<file path="config.mk">
export PLATFORM = sky130hd
export DESIGN_NAME = jtag_tap_sampled
export DESIGN_NICKNAME = d
export VERILOG_FILES = /design/src/rtl/jtag_tap_sampled.sv
export SDC_FILE = /design/constraint.sdc
export NUM_CORES = 1
export LEC_CHECK = 0
export BUFFER_PORTS_ARGS = -buffer_cell sky130_fd_sc_hd__clkbuf_2
export CAP_MARGIN = 20
export CORE_MARGIN = 2
export CORE_UTILIZATION = 45
export DETAILED_ROUTE_END_ITERATION = 16
export HOLD_SLACK_MARGIN = 0.08
export PLACE_DENSITY = 0.76
export SETUP_SLACK_MARGIN = 0.2
export SYNTH_ARGS = -nofsm -noshare
export SYNTH_HDL_FRONTEND = slang
export SYNTH_SLANG_ARGS = --single-unit
</file>
<file path="constraint.sdc">
create_clock -name clk -period 10.7 [get_ports clk]
set_input_delay 1.605 -clock clk [delete_from_list [all_inputs] [get_ports clk]]
set_output_delay 1.605 -clock clk [all_outputs]
set_load 0.01 [all_outputs]
</file>
<file path="src/rtl/jtag_tap_sampled.sv">
// -----------------------------------------------------------------------------
// jtag_tap_sampled
//
// Target-side IEEE 1149.1 TAP controller whose JTAG pins are oversampled in the
// system clock domain. A slow, bit-banged TCK from a USB bridge is synchronized
// and edge-detected, and the 16-state TAP FSM, the instruction register and the
// BYPASS / IDCODE / USER data registers all advance on the detected edges.
// The USER register acts as a read/write mailbox between the host and fabric.
//
// Ports:
//   clk, rst_i         system clock, asynchronous active-high reset
//   tck, tms, tdi      JTAG inputs, asynchronous to clk
//   trst               JTAG test reset, active-high, asynchronous
//   tdo, tdo_en        JTAG data out (changes on TCK fall), enable in Shift-IR/DR
//   user_dr_i          value captured into USER in Capture-DR
//   user_dr_o          last value written through USER in Update-DR
//   user_update_o      one-clk pulse when user_dr_o is written
//   user_capture_o     one-clk pulse when user_dr_i is sampled
//   tap_state_o        current TAP state encoding
//   ir_o               current instruction
// -----------------------------------------------------------------------------
module jtag_tap_sampled #(
   parameter int                 IR_WIDTH     = 4,
   parameter int                 USER_WIDTH   = 32,
   parameter logic [31:0]        IDCODE_VALUE = 32'h1000_0FAB,
   parameter logic [IR_WIDTH-1:0] INSTR_IDCODE = IR_WIDTH'(4'h1),
   parameter logic [IR_WIDTH-1:0] INSTR_USER   = IR_WIDTH'(4'h8)
) (
   input  logic                  clk,
   input  logic                  rst_i,
   input  logic                  tck,
   input  logic                  tms,
   input  logic                  tdi,
   input  logic                  trst,
   output logic                  tdo,
   output logic                  tdo_en,
   input  logic [USER_WIDTH-1:0] user_dr_i,
   output logic [USER_WIDTH-1:0] user_dr_o,
   output logic                  user_update_o,
   output logic                  user_capture_o,
   output logic [3:0]            tap_state_o,
   output logic [IR_WIDTH-1:0]   ir_o
);

   typedef enum logic [3:0] {
      TLR     = 4'hF,
      RTI     = 4'hC,
      SEL_DR  = 4'h7,
      CAP_DR  = 4'h6,
      SH_DR   = 4'h2,
      EX1_DR  = 4'h1,
      PAUSE_DR = 4'h3,
      EX2_DR  = 4'h0,
      UPD_DR  = 4'h5,
      SEL_IR  = 4'h4,
      CAP_IR  = 4'hE,
      SH_IR   = 4'hA,
      EX1_IR  = 4'h9,
      PAUSE_IR = 4'hB,
      EX2_IR  = 4'h8,
      UPD_IR  = 4'hD
   } tap_state_e;

   typedef enum logic [1:0] {
      SEL_BYPASS,
      SEL_IDCODE,
      SEL_USER
   } dr_sel_e;

   // ---------------------------------------------------------------------------
   // Synchronizers: two flops per pin, plus a third on tck for edge detection.
   // ---------------------------------------------------------------------------
   logic [1:0] tck_sync_q, tck_sync_d;
   logic [1:0] tms_sync_q, tms_sync_d;
   logic [1:0] tdi_sync_q, tdi_sync_d;
   logic [1:0] trst_sync_q, trst_sync_d;
   logic       tck_prev_q, tck_prev_d;

   always_comb begin
      tck_sync_d  = {tck_sync_q[0], tck};
      tms_sync_d  = {tms_sync_q[0], tms};
      tdi_sync_d  = {tdi_sync_q[0], tdi};
      trst_sync_d = {trst_sync_q[0], trst};
      tck_prev_d  = tck_sync_q[1];
   end

   logic tck_rise, tck_fall, tms_s, tdi_s, trst_s;

   assign tck_rise = tck_sync_q[1] & ~tck_prev_q;
   assign tck_fall = ~tck_sync_q[1] & tck_prev_q;
   assign tms_s    = tms_sync_q[1];
   assign tdi_s    = tdi_sync_q[1];
   assign trst_s   = trst_sync_q[1];

   // ---------------------------------------------------------------------------
   // State and register declarations
   // ---------------------------------------------------------------------------
   tap_state_e            state_q, state_d, tap_next;
   logic [IR_WIDTH-1:0]   ir_q, ir_d;
   logic [IR_WIDTH-1:0]   ir_shift_q, ir_shift_d;
   logic [31:0]           idcode_shift_q, idcode_shift_d;
   logic                  bypass_q, bypass_d;
   logic [USER_WIDTH-1:0] user_shift_q, user_shift_d;
   logic [USER_WIDTH-1:0] user_dr_q, user_dr_d;
   logic                  user_update_q, user_update_d;
   logic                  user_capture_q, user_capture_d;
   logic                  tdo_q, tdo_d;
   dr_sel_e               dr_sel;

   // Any opcode other than IDCODE or USER (including all-ones) selects BYPASS.
   always_comb begin
      if (ir_q == INSTR_IDCODE)    dr_sel = SEL_IDCODE;
      else if (ir_q == INSTR_USER) dr_sel = SEL_USER;
      else                         dr_sel = SEL_BYPASS;
   end

   // ---------------------------------------------------------------------------
   // TAP next-state table (evaluated every cycle, applied only on tck_rise)
   // ---------------------------------------------------------------------------
   always_comb begin
      // NOTE: every output of a combinational block gets a default first, so no
      // path through the case statements can leave it unassigned (no latch).
      tap_next = state_q;
      case (state_q)
         TLR:      tap_next = tms_s ? TLR    : RTI;
         RTI:      tap_next = tms_s ? SEL_DR : RTI;
         SEL_DR:   tap_next = tms_s ? SEL_IR : CAP_DR;
         CAP_DR:   tap_next = tms_s ? EX1_DR : SH_DR;
         SH_DR:    tap_next = tms_s ? EX1_DR : SH_DR;
         EX1_DR:   tap_next = tms_s ? UPD_DR : PAUSE_DR;
         PAUSE_DR: tap_next = tms_s ? EX2_DR : PAUSE_DR;
         EX2_DR:   tap_next = tms_s ? UPD_DR : SH_DR;
         UPD_DR:   tap_next = tms_s ? SEL_DR : RTI;
         SEL_IR:   tap_next = tms_s ? TLR    : CAP_IR;
         CAP_IR:   tap_next = tms_s ? EX1_IR : SH_IR;
         SH_IR:    tap_next = tms_s ? EX1_IR : SH_IR;
         EX1_IR:   tap_next = tms_s ? UPD_IR : PAUSE_IR;
         PAUSE_IR: tap_next = tms_s ? EX2_IR : PAUSE_IR;
         EX2_IR:   tap_next = tms_s ? UPD_IR : SH_IR;
         UPD_IR:   tap_next = tms_s ? SEL_DR : RTI;
         default:  tap_next = TLR;
      endcase
   end

   // ---------------------------------------------------------------------------
   // Register next-state: captures/shifts on tck_rise, updates/tdo on tck_fall
   // ---------------------------------------------------------------------------
   always_comb begin
      state_d        = state_q;
      ir_d           = ir_q;
      ir_shift_d     = ir_shift_q;
      idcode_shift_d = idcode_shift_q;
      bypass_d       = bypass_q;
      user_shift_d   = user_shift_q;
      user_dr_d      = user_dr_q;
      tdo_d          = tdo_q;
      user_update_d  = 1'b0;
      user_capture_d = 1'b0;

      if (trst_s) begin
         // Test reset wins over any edge seen in the same cycle.
         state_d = TLR;
         ir_d    = INSTR_IDCODE;
      end else if (tck_rise) begin
         state_d = tap_next;
         // ir is also reset on the rise that enters TLR, so it already reads
         // IDCODE once five TMS-high clocks have been applied.
         if (state_q == TLR || tap_next == TLR) begin
            ir_d = INSTR_IDCODE;
         end
         case (state_q)
            CAP_IR: ir_shift_d = IR_WIDTH'(1);
            SH_IR:  ir_shift_d = {tdi_s, ir_shift_q[IR_WIDTH-1:1]};
            CAP_DR: begin
               case (dr_sel)
                  SEL_IDCODE: idcode_shift_d = IDCODE_VALUE;
                  SEL_USER: begin
                     user_shift_d   = user_dr_i;
                     user_capture_d = 1'b1;
                  end
                  default: bypass_d = 1'b0;
               endcase
            end
            SH_DR: begin
               case (dr_sel)
                  SEL_IDCODE: idcode_shift_d = {tdi_s, idcode_shift_q[31:1]};
                  // Written as shift-and-or so a 1-bit USER register works.
                  SEL_USER: user_shift_d = (user_shift_q >> 1)
                                         | (USER_WIDTH'(tdi_s) << (USER_WIDTH - 1));
                  default: bypass_d = tdi_s;
               endcase
            end
            default: ;
         endcase
      end else if (tck_fall) begin
         case (state_q)
            UPD_IR: ir_d = ir_shift_q;
            UPD_DR: begin
               if (dr_sel == SEL_USER) begin
                  user_dr_d     = user_shift_q;
                  user_update_d = 1'b1;
               end
            end
            SH_IR: tdo_d = ir_shift_q[0];
            SH_DR: begin
               case (dr_sel)
                  SEL_IDCODE: tdo_d = idcode_shift_q[0];
                  SEL_USER:   tdo_d = user_shift_q[0];
                  default:    tdo_d = bypass_q;
               endcase
            end
            default: ;
         endcase
      end
   end

   // ---------------------------------------------------------------------------
   // Flops
   // ---------------------------------------------------------------------------
   always_ff @(posedge clk or posedge rst_i) begin
      // NOTE: sequential state uses non-blocking assignments so every flop
      // samples the values from before this edge, regardless of statement order.
      if (rst_i) begin
         tck_sync_q     <= '0;
         tms_sync_q     <= '0;
         tdi_sync_q     <= '0;
         trst_sync_q    <= '0;
         tck_prev_q     <= 1'b0;
         state_q        <= TLR;
         ir_q           <= INSTR_IDCODE;
         ir_shift_q     <= '0;
         idcode_shift_q <= '0;
         bypass_q       <= 1'b0;
         user_shift_q   <= '0;
         user_dr_q      <= '0;
         user_update_q  <= 1'b0;
         user_capture_q <= 1'b0;
         tdo_q          <= 1'b0;
      end else begin
         tck_sync_q     <= tck_sync_d;
         tms_sync_q     <= tms_sync_d;
         tdi_sync_q     <= tdi_sync_d;
         trst_sync_q    <= trst_sync_d;
         tck_prev_q     <= tck_prev_d;
         state_q        <= state_d;
         ir_q           <= ir_d;
         ir_shift_q     <= ir_shift_d;
         idcode_shift_q <= idcode_shift_d;
         bypass_q       <= bypass_d;
         user_shift_q   <= user_shift_d;
         user_dr_q      <= user_dr_d;
         user_update_q  <= user_update_d;
         user_capture_q <= user_capture_d;
         tdo_q          <= tdo_d;
      end
   end

   // ---------------------------------------------------------------------------
   // Outputs
   // ---------------------------------------------------------------------------
   assign tdo            = tdo_q;
   assign tdo_en         = (state_q == SH_IR) || (state_q == SH_DR);
   assign user_dr_o      = user_dr_q;
   assign user_update_o  = user_update_q;
   assign user_capture_o = user_capture_q;
   assign tap_state_o    = state_q;
   assign ir_o           = ir_q;

endmodule

</file>
; ---- After elaboration in Yosys (flattened, before gate mapping)
; Index checks and enable logic that the tools add are counted.
[word_totals]
reg_bits = 121
input_bits = 38
out_inout_bits = 44
word_cells = 111
[op_classes]
eq_ne = 27
muxes = 42
bitwise_logic = 7
reduce_logical = 20
[ops]
columns = op, n
row1 = $mux 32, 4
row2 = $pmux 32 s2, 2
row3 = $pmux 4 s12, 1
row4 = $eq 4x4->1 const B, 10
row5 = $mux 4, 8
row6 = $or 31x32->32, 1
row7 = $reduce_and 5->1, 4
row8 = $eq 4x3->1 const B, 4
row9 = $mux 2, 8
row10 = $mux 3, 4
row11 = $mux 1, 11
row12 = $eq 4x1->1 const B, 2
row13 = $eq 4x2->1 const B, 2
row14 = $ne 2x2->1 const B, 4
row15 = $pmux 4 s2, 1
row16 = $reduce_bool 2->1, 4
row17 = $pmux 1 s2, 3
row18 = $reduce_and 3->1, 2
row19 = $reduce_bool 3->1, 2
row20 = $reduce_or 2->1, 3
row21 = $logic_not 4->1, 1
row22 = $ne 2x1->1 const B, 2
row23 = $not 1->1, 4
row24 = $reduce_and 4->1, 1
row25 = other kinds (6), 8

; ---- Longest topological paths before layout
; Gate-level depths: netlist of the first run.
[logic_depth]
depth_word = 9
ltp_mapped = 7
depth_no_buf = 4

; ---- Least setup slack after synthesis of the first run
; No wires, ideal clock.
[synth_timing]
kind = reg2out
start = register state_q[0] (netlist: tap_state_o[0])
end = output tdo_en
arrival_time_ns = 1.003
t_required_ns = 9.095
slack_ns = 8.092
stages_incl_launch_ff = 4
path_buffers = 1
cell_sequence = dfstp_2 > buf_2 > nand2b_1 > nor2_1
[synth_via]
elab_chain_len = 2
[synth_rtl]
columns = element, line
row1 = "start, declared", 98  ; tap_state_e state_q, state_d, tap_next;
row2 = "start signal, assigned", 245  ; state_q <= state_d;
row3 = $eq 4x4->1 / $eq 4x2->1 (equally long branches), 262  ; assign tdo_en = (state_q == SH_IR) || (state_q == SH_DR);
row4 = $logic_or 1x1->1 (*), 262
row5 = "end, declared", 36  ; output logic tdo_en,
; Every way passes the cells marked *; elsewhere a longest branch is shown, timed or not.

; ---- Worst setup path in the final report of the first run
; Same ends and word-level chain as after synthesis.

==> results of run 1 <==
==> registers in the layout, summed over array words and instances, names as in the netlist <==
| register | flops |
|---|---|
| user_update_o | 1 |
| ir_o | 4 |
| tck_prev_q | 1 |
| user_dr_o | 32 |
| tms_sync_q | 2 |
| tap_state_o | 4 |
| user_capture_o | 1 |
| tck_sync_q | 2 |
| user_shift_q | 32 |
| bypass_q | 1 |
| ir_shift_q | 4 |
| idcode_shift_q | 32 |
| trst_sync_q | 2 |
| tdo | 1 |
| tdi_sync_q | 2 |
==> report_power, final <==
group / switching [uW] / internal [uW] / total, uW
Combinational: 21.1 / 14.7 / 35.8
Sequential: 5.67 / 464 / 470
Clock: 208 / 421 / 629
Total: 235 / 900 / 1140
==> per-stage QoR <==
stage,setup WS (ns),power (uW)
3_3_place_gp,7.61,512
2_1_floorplan,5.89,498
3_5_place_dp,7.56,513
4_1_cts,7.58,1140
5_1_grt,7.48,1170
6_report,7.59,1140
==> cells in the final DEF, fill, tap and decap left out, types with 3 or more instances in the layout <==
| master | n |
|---|---|
| nand4_1 | 3 |
| dfstp_2 | 5 |
| a31oi_1 | 3 |
| nand2_1 | 91 |
| dfrtp_1 | 116 |
| clkbuf_16 | 17 |
| a21oi_1 | 7 |
| mux2_2 | 5 |
| mux2_4 | 30 |
| o21ai_0 | 68 |
| inv_1 | 11 |
| bufinv_16 | 5 |
| nand3_1 | 4 |
| nor2_1 | 18 |
| mux2i_1 | 35 |
| clkbuf_2 | 81 |
| clkinv_4 | 6 |
| buf_4 | 4 |
==> cell type report <==
type                    instances  area, um^2
clock buffers                  18         439
clock inverters                14         223
fillers                       941        5010
inverters                      12        47.5
multi-input cells             294        1920
flip-flops and latches        121        3030
well taps                     143         179
repair buffers                 86         463
==> cells by family (layout without fill, tap and decap cells) <==
logic type             count (synthesis)  count (layout)  synth area share
multiplexers                          70              70             0.166
AO/OA/AOI/OAI                         87              87            0.0900
flip-flops                           121             121             0.587
AND/OR/NAND/NOR                      137             137             0.115
buffers and inverters                 40             130            0.0426
==> routing by layer <==
layer / wire length (um) / up-vias / global-route usage
met1: 4640 / 1667 / 0.224
met3: 483 / 20 / 0.0448
met2: 4720 / 93 / 0.260
li1: - / 1707 / -
met4: 172 / 0 / 0.0658
met5: 0 / - / 0
==> worst register-to-register path, cell delays in order (launching register included) <==
cell      delay [ns]
dfstp_2         0.66
nand2b_4        0.10
or3_1           0.33
or3_2           0.94
mux2_4          0.49
==> path summary, 6_finish.rpt <==
check                          startpoint  slack [ns]  depth (start not counted)        endpoint
hold reg to reg             tms_sync_q[0]        0.35                          0   tms_sync_q[1]
setup / recovery           tap_state_o[0]        7.59                          3          tdo_en
max in group asynchronous           rst_i        8.42                          4  tap_state_o[1]
hold / removal              tms_sync_q[0]        0.35                          0   tms_sync_q[1]
setup reg to reg           tap_state_o[2]        8.07                          4   user_dr_o[24]
min in group asynchronous           rst_i        1.18                          2   user_dr_o[23]
==> run_results.csv, run 1 <==
group,metric,value,unit
sta,worst_slew_margin_rel,0.288,
clocking,clkTransAtPathRegs,0.05,ns
synth,synth_commonest_cells,"dfrtp_1, nand2_1, o21ai_0, mux2i_1, mux2_4",
placement,portBuffers,81,
drt,dr.pass1.iters,4,
synth,yosysUniqueCellTypes,38,
setup_path,crit_path_end_kind,"output pin",
drt,drt_wl_total,10000,um
layout,synthToLayoutAreaGrowth,22.0,%
setup_path,cp_slowest_cell,"dfstp_2",
synth,ys.flop_type,"dfrtp_1",
clocking,clock_latency,0.40,ns
die,core-area,11300,um^2
power,power.density,180,nW/um^2
global_route,grt_max_degree,92,
synth,synth_seq_cells,121,
die,initial_core_util,0.457,
drt,detail_route.wl_per_cell,14.6,um
setup_path,crit_path_max_incr_delay,0.63,ns
sta,fin_setup_tns,0,ns
setup_path,critical_path.startpoint_type,"flop",
layout,utilization,0.557,
synth,synth_nets,493,
die,rows,39,
clocking,postCtsHoldBufs,0,
die,die-area,12400,um^2
synth,synth_area_leaders,"dfrtp_1, mux2_4, mux2i_1",
layout,insertedDiodeCount,0,
die,chipHeight,111,um
placement,place_inst,655,
layout,drive_gt1_frac,0.303,
clocking,cts_made_buffers,17,
die,io-pin-count,82,
layout,final_cells,688,
global_route,grt_pass1_vias,3532,
synth,synth.yosys.seq_area_share,0.587,
global_route,grt_usage,0.167,
placement,dp_hpwl,6450,um
global_route,overflow,0,
sta,rsz0062_at_grt,"false",
die,die_x,111,um
global_route,antenna_found_initial,0,
setup_path,cp.arrival,1.51,ns
clocking,cts.sinks,121,
setup_path,cp_top_family,"flip-flops",
layout,final_nets,570,
clocking,cts_resized,0,
synth,syn_inst,455,
run,maxCapViolations,0,
synth,synth_warnings,0,
setup_path,crit_fanout,12,
placement,dpl_cell_area,5620,um^2
drt,vias_per_cell,5.07,
sta,setup_viol,0,
setup_path,critPathBufInv,1,
worst_hold_path,hp-class,"reg -> reg",
sta,tightest_slew,1.07,ns
global_route,grt_pass1_wl,16700,um
drt,vias,3487,
placement,gp_congestion,0.786,
sta,drv_slew,0,
synth,synth_top_area_share,0.561,
sta,fin_hold_ws,0.345,ns
clocking,cts_buffer_depth,2,
synth,synth-edff-count,0,
synth,syn_avg_cell_area,11.4,um^2
setup_path,worstPathCellList,"nand2b_1, nor2_1, clkbuf_2",
synth,netlist_area,5170,um^2
drt,drc,0,
sta,min_period,3.11,ns
sta,finalCritPeriodShare,0.291,
power,ir_worst_vdd,0.000101,V
synth,synth_top_area_cell,"dfrtp_1",
status,status,"completed",
drt,ant_nets,0,
drt,drt_iter0_drc,234,
synth,ys_async_sr_fraction,1.00,
sta,hold_viol_final,0,
clocking,htreeDepth,4,
setup_path,worstSetupPathType,"reg -> out",
clocking,cts_tree,"yes",
layout,final_area,6310,um^2
clocking,postCtsSetupRepairBufs,0,
power,p_leak,0.00335,uW
sta,skew,0.00671,ns
clocking,cts-root-buf,"clkbuf_16",
synth,synth_most_common_cell,"dfrtp_1",
setup_path,required,9.10,ns
sta,fmax,321,MHz
No activity file was read; power rests on OpenSTA's default activity.
==> inputs of run 2 (changes only) <==
==> constraint.sdc (replaced) <==
create_clock -name clk -period 3.25 [get_ports clk]
set_input_delay 0.4875 -clock clk [delete_from_list [all_inputs] [get_ports clk]]
set_output_delay 0.4875 -clock clk [all_outputs]
set_load 0.01 [all_outputs]
==> run 2 against run 1 <==
Clock power rose to 3.1 times the previous value. Final cell count decreased by 0.15%. First-iteration DRC count grew 25%. Count of clock-buffer cells in the layout is 1 lower. Die area unchanged.
==> run_results.csv, run 2 (synthesis gave the netlist of run 1 again) <==
group,metric,value,unit
status,status,"completed",
die,die-area,12400,um^2
setup_path,crit_path_end_kind,"flop",
sta,worst_slew_margin_rel,0.290,
global_route,grt_pass1_vias,3533,
global_route,grt_pass1_wl,17100,um
layout,mostFrequentLayoutCell,"dfrtp_1",
placement,dp_hpwl,6250,um
clocking,clkTransAtPathRegs,0.06,ns
die,chipHeight,111,um
global_route,grt_usage,0.169,
layout,insertedDiodeCount,0,
setup_path,crit_path_max_incr_delay,0.92,ns
clocking,htreeDepth,4,
die,rows,39,
sta,tightest_slew,1.07,ns
setup_path,worstPathCellList,"nand2b_4, or3_1, or3_2, mux2_4",
setup_path,cp.arrival,2.91,ns
worst_hold_path,hp-class,"in -> reg",
sta,fin_setup_tns,0,ns
drt,ant_nets,0,
drt,dr.pass1.iters,4,
clocking,cts_made_buffers,17,
sta,fin_hold_ws,0.187,ns
drt,vias,3553,
drt,drt_wl_total,10100,um
power,power,3630,uW
die,io-pin-count,82,
layout,final_nets,569,
layout,utilization,0.553,
setup_path,required,3.54,ns
setup_path,critical_path.startpoint_type,"flop",
global_route,grt_max_degree,122,
power,power.density,581,nW/um^2
setup_path,critPathBufInv,0,
clocking,cts_resized,0,
drt,detail_route.wl_per_cell,14.7,um
drt,drt_iter0_drc,293,
global_route,antenna_found_initial,0,
placement,place_inst,655,
layout,final_cells,687,
sta,fmax,381,MHz
power,ir_worst_vdd,0.000396,V
sta,rsz0062_at_grt,"false",
drt,vias_per_cell,5.17,
placement,portBuffers,81,
sta,min_period,2.63,ns
run,maxCapViolations,0,
sta,finalCritPeriodShare,0.809,
die,core-area,11300,um^2
setup_path,crit_fanout,32,
global_route,overflow,0,
clocking,clock_latency,0.40,ns
clocking,cts.sinks,121,
clocking,cts_buffer_depth,2,
drt,drc,0,
placement,gp_congestion,0.893,
clocking,cts-root-buf,"clkbuf_16",
clocking,postCtsSetupRepairBufs,0,
setup_path,cp_slowest_cell,"or3_2",
setup_path,cp_top_family,"simple AND/OR/NAND/NOR gates",
power,p_leak,0.00332,uW
clocking,postCtsHoldBufs,0,
sta,skew,0.00963,ns
setup_path,worstSetupPathType,"reg -> reg",
layout,final_cell_mix,"dfrtp_1, nand2_1, clkbuf_2",
clocking,cts_tree,"yes",
sta,drv_slew,0,
sta,setup_viol,0,
die,die_x,111,um
die,initial_core_util,0.457,
layout,synthToLayoutAreaGrowth,21.1,%
sta,hold_viol_final,0,
layout,drive_gt1_frac,0.301,
run 2: path summary, 6_finish.rpt:
path                       slack [ns]          endpoint  cells past startpoint           start
hold / removal                   0.19     tms_sync_q[0]                      1             tms
setup / recovery                 0.62     user_dr_o[26]                      4  tap_state_o[2]
hold reg to reg                  0.35     tms_sync_q[1]                      0   tms_sync_q[0]
setup reg to reg                 0.62     user_dr_o[26]                      4  tap_state_o[2]
max in group asynchronous        2.52   user_shift_q[3]                      3           rst_i
min in group asynchronous        0.23  user_shift_q[23]                      3           rst_i
run 2: layout make-up:
cell class | instances | area [um^2]
sequential | 121 | 3030
fill | 930 | 5060
clock buffer | 17 | 425
timing repair buffer | 85 | 448
tap | 143 | 179
inverter | 12 | 48.8
clock inverter | 15 | 200
multi-input combinational | 294 | 1920
run 2: metrics by stage:
stage	area, um^2	setup WS (ns)
6_report	6260	0.622
5_1_grt	6260	0.531
4_1_cts	6260	0.640
3_5_place_dp	5630	0.644
3_3_place_gp	5630	0.717
2_1_floorplan	5170	1.16
run 2: power by group:
| group | total, uW | internal (uW) | leakage [uW] | switching [uW] |
|---|---|---|---|---|
| Sequential | 1550 | 1530 | 0.00148 | 18.7 |
| Clock | 1970 | 1240 | 0.000302 | 734 |
| Combinational | 117 | 46.7 | 0.00154 | 69.9 |
| Total | 3630 | 2810 | 0.00332 | 823 |
run 2: routing by layer:
metal	global-route usage	wire, um
met5	0	0
met2	0.273	4890
met1	0.228	4580
met3	0.0410	503
met4	0.0519	109
==> inputs of run 3 (changes only) <==
--- a/config.mk
+++ b/config.mk
@@ -11,7 +11,7 @@
 export CORE_UTILIZATION = 45
 export DETAILED_ROUTE_END_ITERATION = 16
 export HOLD_SLACK_MARGIN = 0.08
-export PLACE_DENSITY = 0.76
+export PLACE_DENSITY = 0.78
 export SETUP_SLACK_MARGIN = 0.2
 export SYNTH_ARGS = -nofsm -noshare
 export SYNTH_HDL_FRONTEND = slang
==> constraint.sdc (replaced) <==
create_clock -name clk -period 2.3 [get_ports clk]
set_input_delay 0.345 -clock clk [delete_from_list [all_inputs] [get_ports clk]]
set_output_delay 0.345 -clock clk [all_outputs]
set_load 0.01 [all_outputs]
==> run 3 against run 2 <==
Flip-flop and latch count did not move. Clock power increased by 42%. Power rose by 43%. Final cell count is 2.6% higher. Combinational power increased by 63%. Clock skew is 0.0020 ns lower. Worst setup slack lost 0.36 ns. Register-to-register slack got worse by 0.36 ns. Sequential share of layout area down 1.6 points. Die area unchanged. Via count rose by 4.8%. Wire length grew 8.4%.
==> run_results.csv, run 3 (synthesis gave the netlist of run 1 again) <==
group,metric,value,unit
placement,dp_hpwl,6910,um
drt,drt_iter0_drc,248,
sta,tightest_slew,0.760,ns
sta,rsz0062_at_grt,"false",
setup_path,crit_fanout,16,
status,status,"completed",
clocking,cts_buffer_depth,2,
drt,detail_route.wl_per_cell,15.5,um
global_route,grt_pass1_wl,17800,um
sta,drv_slew,0,
die,io-pin-count,82,
power,p_switching,1120,uW
sta,fmax,490,MHz
clocking,cts.sinks,121,
sta,worst_slew_margin_rel,0.492,
clocking,htreeDepth,4,
sta,skew,0.00765,ns
global_route,antenna_found_initial,0,
power,share_comb_of_total_power,0.037,
global_route,grt_usage,0.182,
placement,gp_congestion,0.811,
global_route,grt_pass1_vias,3625,
drt,vias_per_cell,5.28,
drt,drc,0,
sta,min_period,2.04,ns
power,ir_worst_vdd,0.000493,V
global_route,grt_max_degree,66,
layout,multi_input_area,1930,um^2
layout,mostFrequentLayoutCell,"dfrtp_1",
layout,n_fill_cell,878,
drt,drt_wl_total,10900,um
sta,hold_viol_final,0,
power,p_leak,0.00343,uW
power,p_int,4060,uW
layout,final_cell_mix,"dfrtp_1, nand2_1, clkbuf_2",
die,chipHeight,111,um
power,power.density,800,nW/um^2
sta,setup_viol,0,
layout,final_nets,587,
die,initial_core_util,0.457,
run,maxCapViolations,0,
die,die_x,111,um
placement,portBuffers,81,
layout,insertedDiodeCount,0,
die,rows,39,
power,p_clk_frac,0.541,
clocking,cts-root-buf,"clkbuf_16",
power,power_frac_seq,0.422,
drt,ant_nets,0,
sta,fin_setup_tns,0,ns
global_route,overflow,0,
sta,finalCritPeriodShare,0.888,
layout,drive_gt1_frac,0.317,
drt,vias,3723,
setup_path,worstSetupPathType,"reg -> reg",
clocking,cts_made_buffers,17,
die,core-area,11300,um^2
setup_path,crit_path_end_kind,"flop",
setup_path,reg2reg_slack,0.26,ns
layout,synthToLayoutAreaGrowth,25.2,%
setup_path,cp.arrival,2.33,ns
die,die-area,12400,um^2
clocking,clkTransAtPathRegs,0.06,ns
layout,regArea,3030,um^2
power,p_sw_frac,0.217,
layout,final_area,6470,um^2
setup_path,critical_path.startpoint_type,"flop",
setup_path,required,2.59,ns
clocking,cts_tree,"yes",
drt,dr.pass1.iters,5,
clocking,clock_latency,0.41,ns
worst_hold_path,hp-class,"in -> reg",
placement,dpl_cell_area,5750,um^2
## run 3: layout make-up
type                       instances  share of cell area
clock buffer                      17              0.0657
clock inverter                    15              0.0311
inverter                          12             0.00754
multi-input combinational        294               0.298
sequential                       121               0.469
tap                              143              0.0276
timing repair buffer             103               0.101
## run 3: per-stage QoR
stage               hold slack, ns  setup WS, ns  power [uW]  cells   util
global placement             0.332         0.213        2400    666  0.508
finish                       0.235         0.257        5180    705  0.572
global route                 0.246         0.211        5330    705  0.572
floorplan                    0.331         0.214        2320    455      -
detailed placement           0.335         0.180        2400    666  0.508
CTS                          0.227         0.263        5210    704  0.571
## run 3: timing repair
action | 4_1_cts | 5_1_grt
hold buffers | 5 | 0
setup endpoints to repair | 30 | 19
gates resized for setup | 2 | 1
buffers inserted | 0 | 1
hold endpoints to repair | 33 | 0
gates cloned | 1 | 0
## run 3: worst max-delay path: stages, from the launching register on
cell	delay [ns]
dfstp_2	0.56
nand2b_4	0.07
or3_1	0.32
or3_4	0.45
buf_12	0.19
mux2_4	0.31
## run 3: final timing paths
kind                           startpoint                  to  cells after the start
setup / recovery           tap_state_o[2]       user_dr_o[22]                      5
hold / removal              user_dr_i[23]    user_shift_q[23]                      3
setup reg to reg           tap_state_o[2]       user_dr_o[22]                      5
hold reg to reg             tms_sync_q[0]       tms_sync_q[1]                      0
max in group asynchronous           rst_i  idcode_shift_q[20]                      4
min in group asynchronous           rst_i    user_shift_q[22]                      3
## run 3: power by group through the flow
stage,Clock (uW),Sequential [uW],Combinational [uW]
after floorplan,0,2220,103
after global placement,0,2220,174
after detailed placement,0,2220,180
after CTS,2830,2190,191
after global routing,2930,2190,215
final,2800,2190,191
## run 3: layer usage
layer	up-vias	part of all wire	global-route usage
met1	1835	0.43	0.228
met2	126	0.50	0.298
met3	22	0.050	0.0525
li1	1740	-	-
met5	-	0	0
met4	0	0.019	0.0708
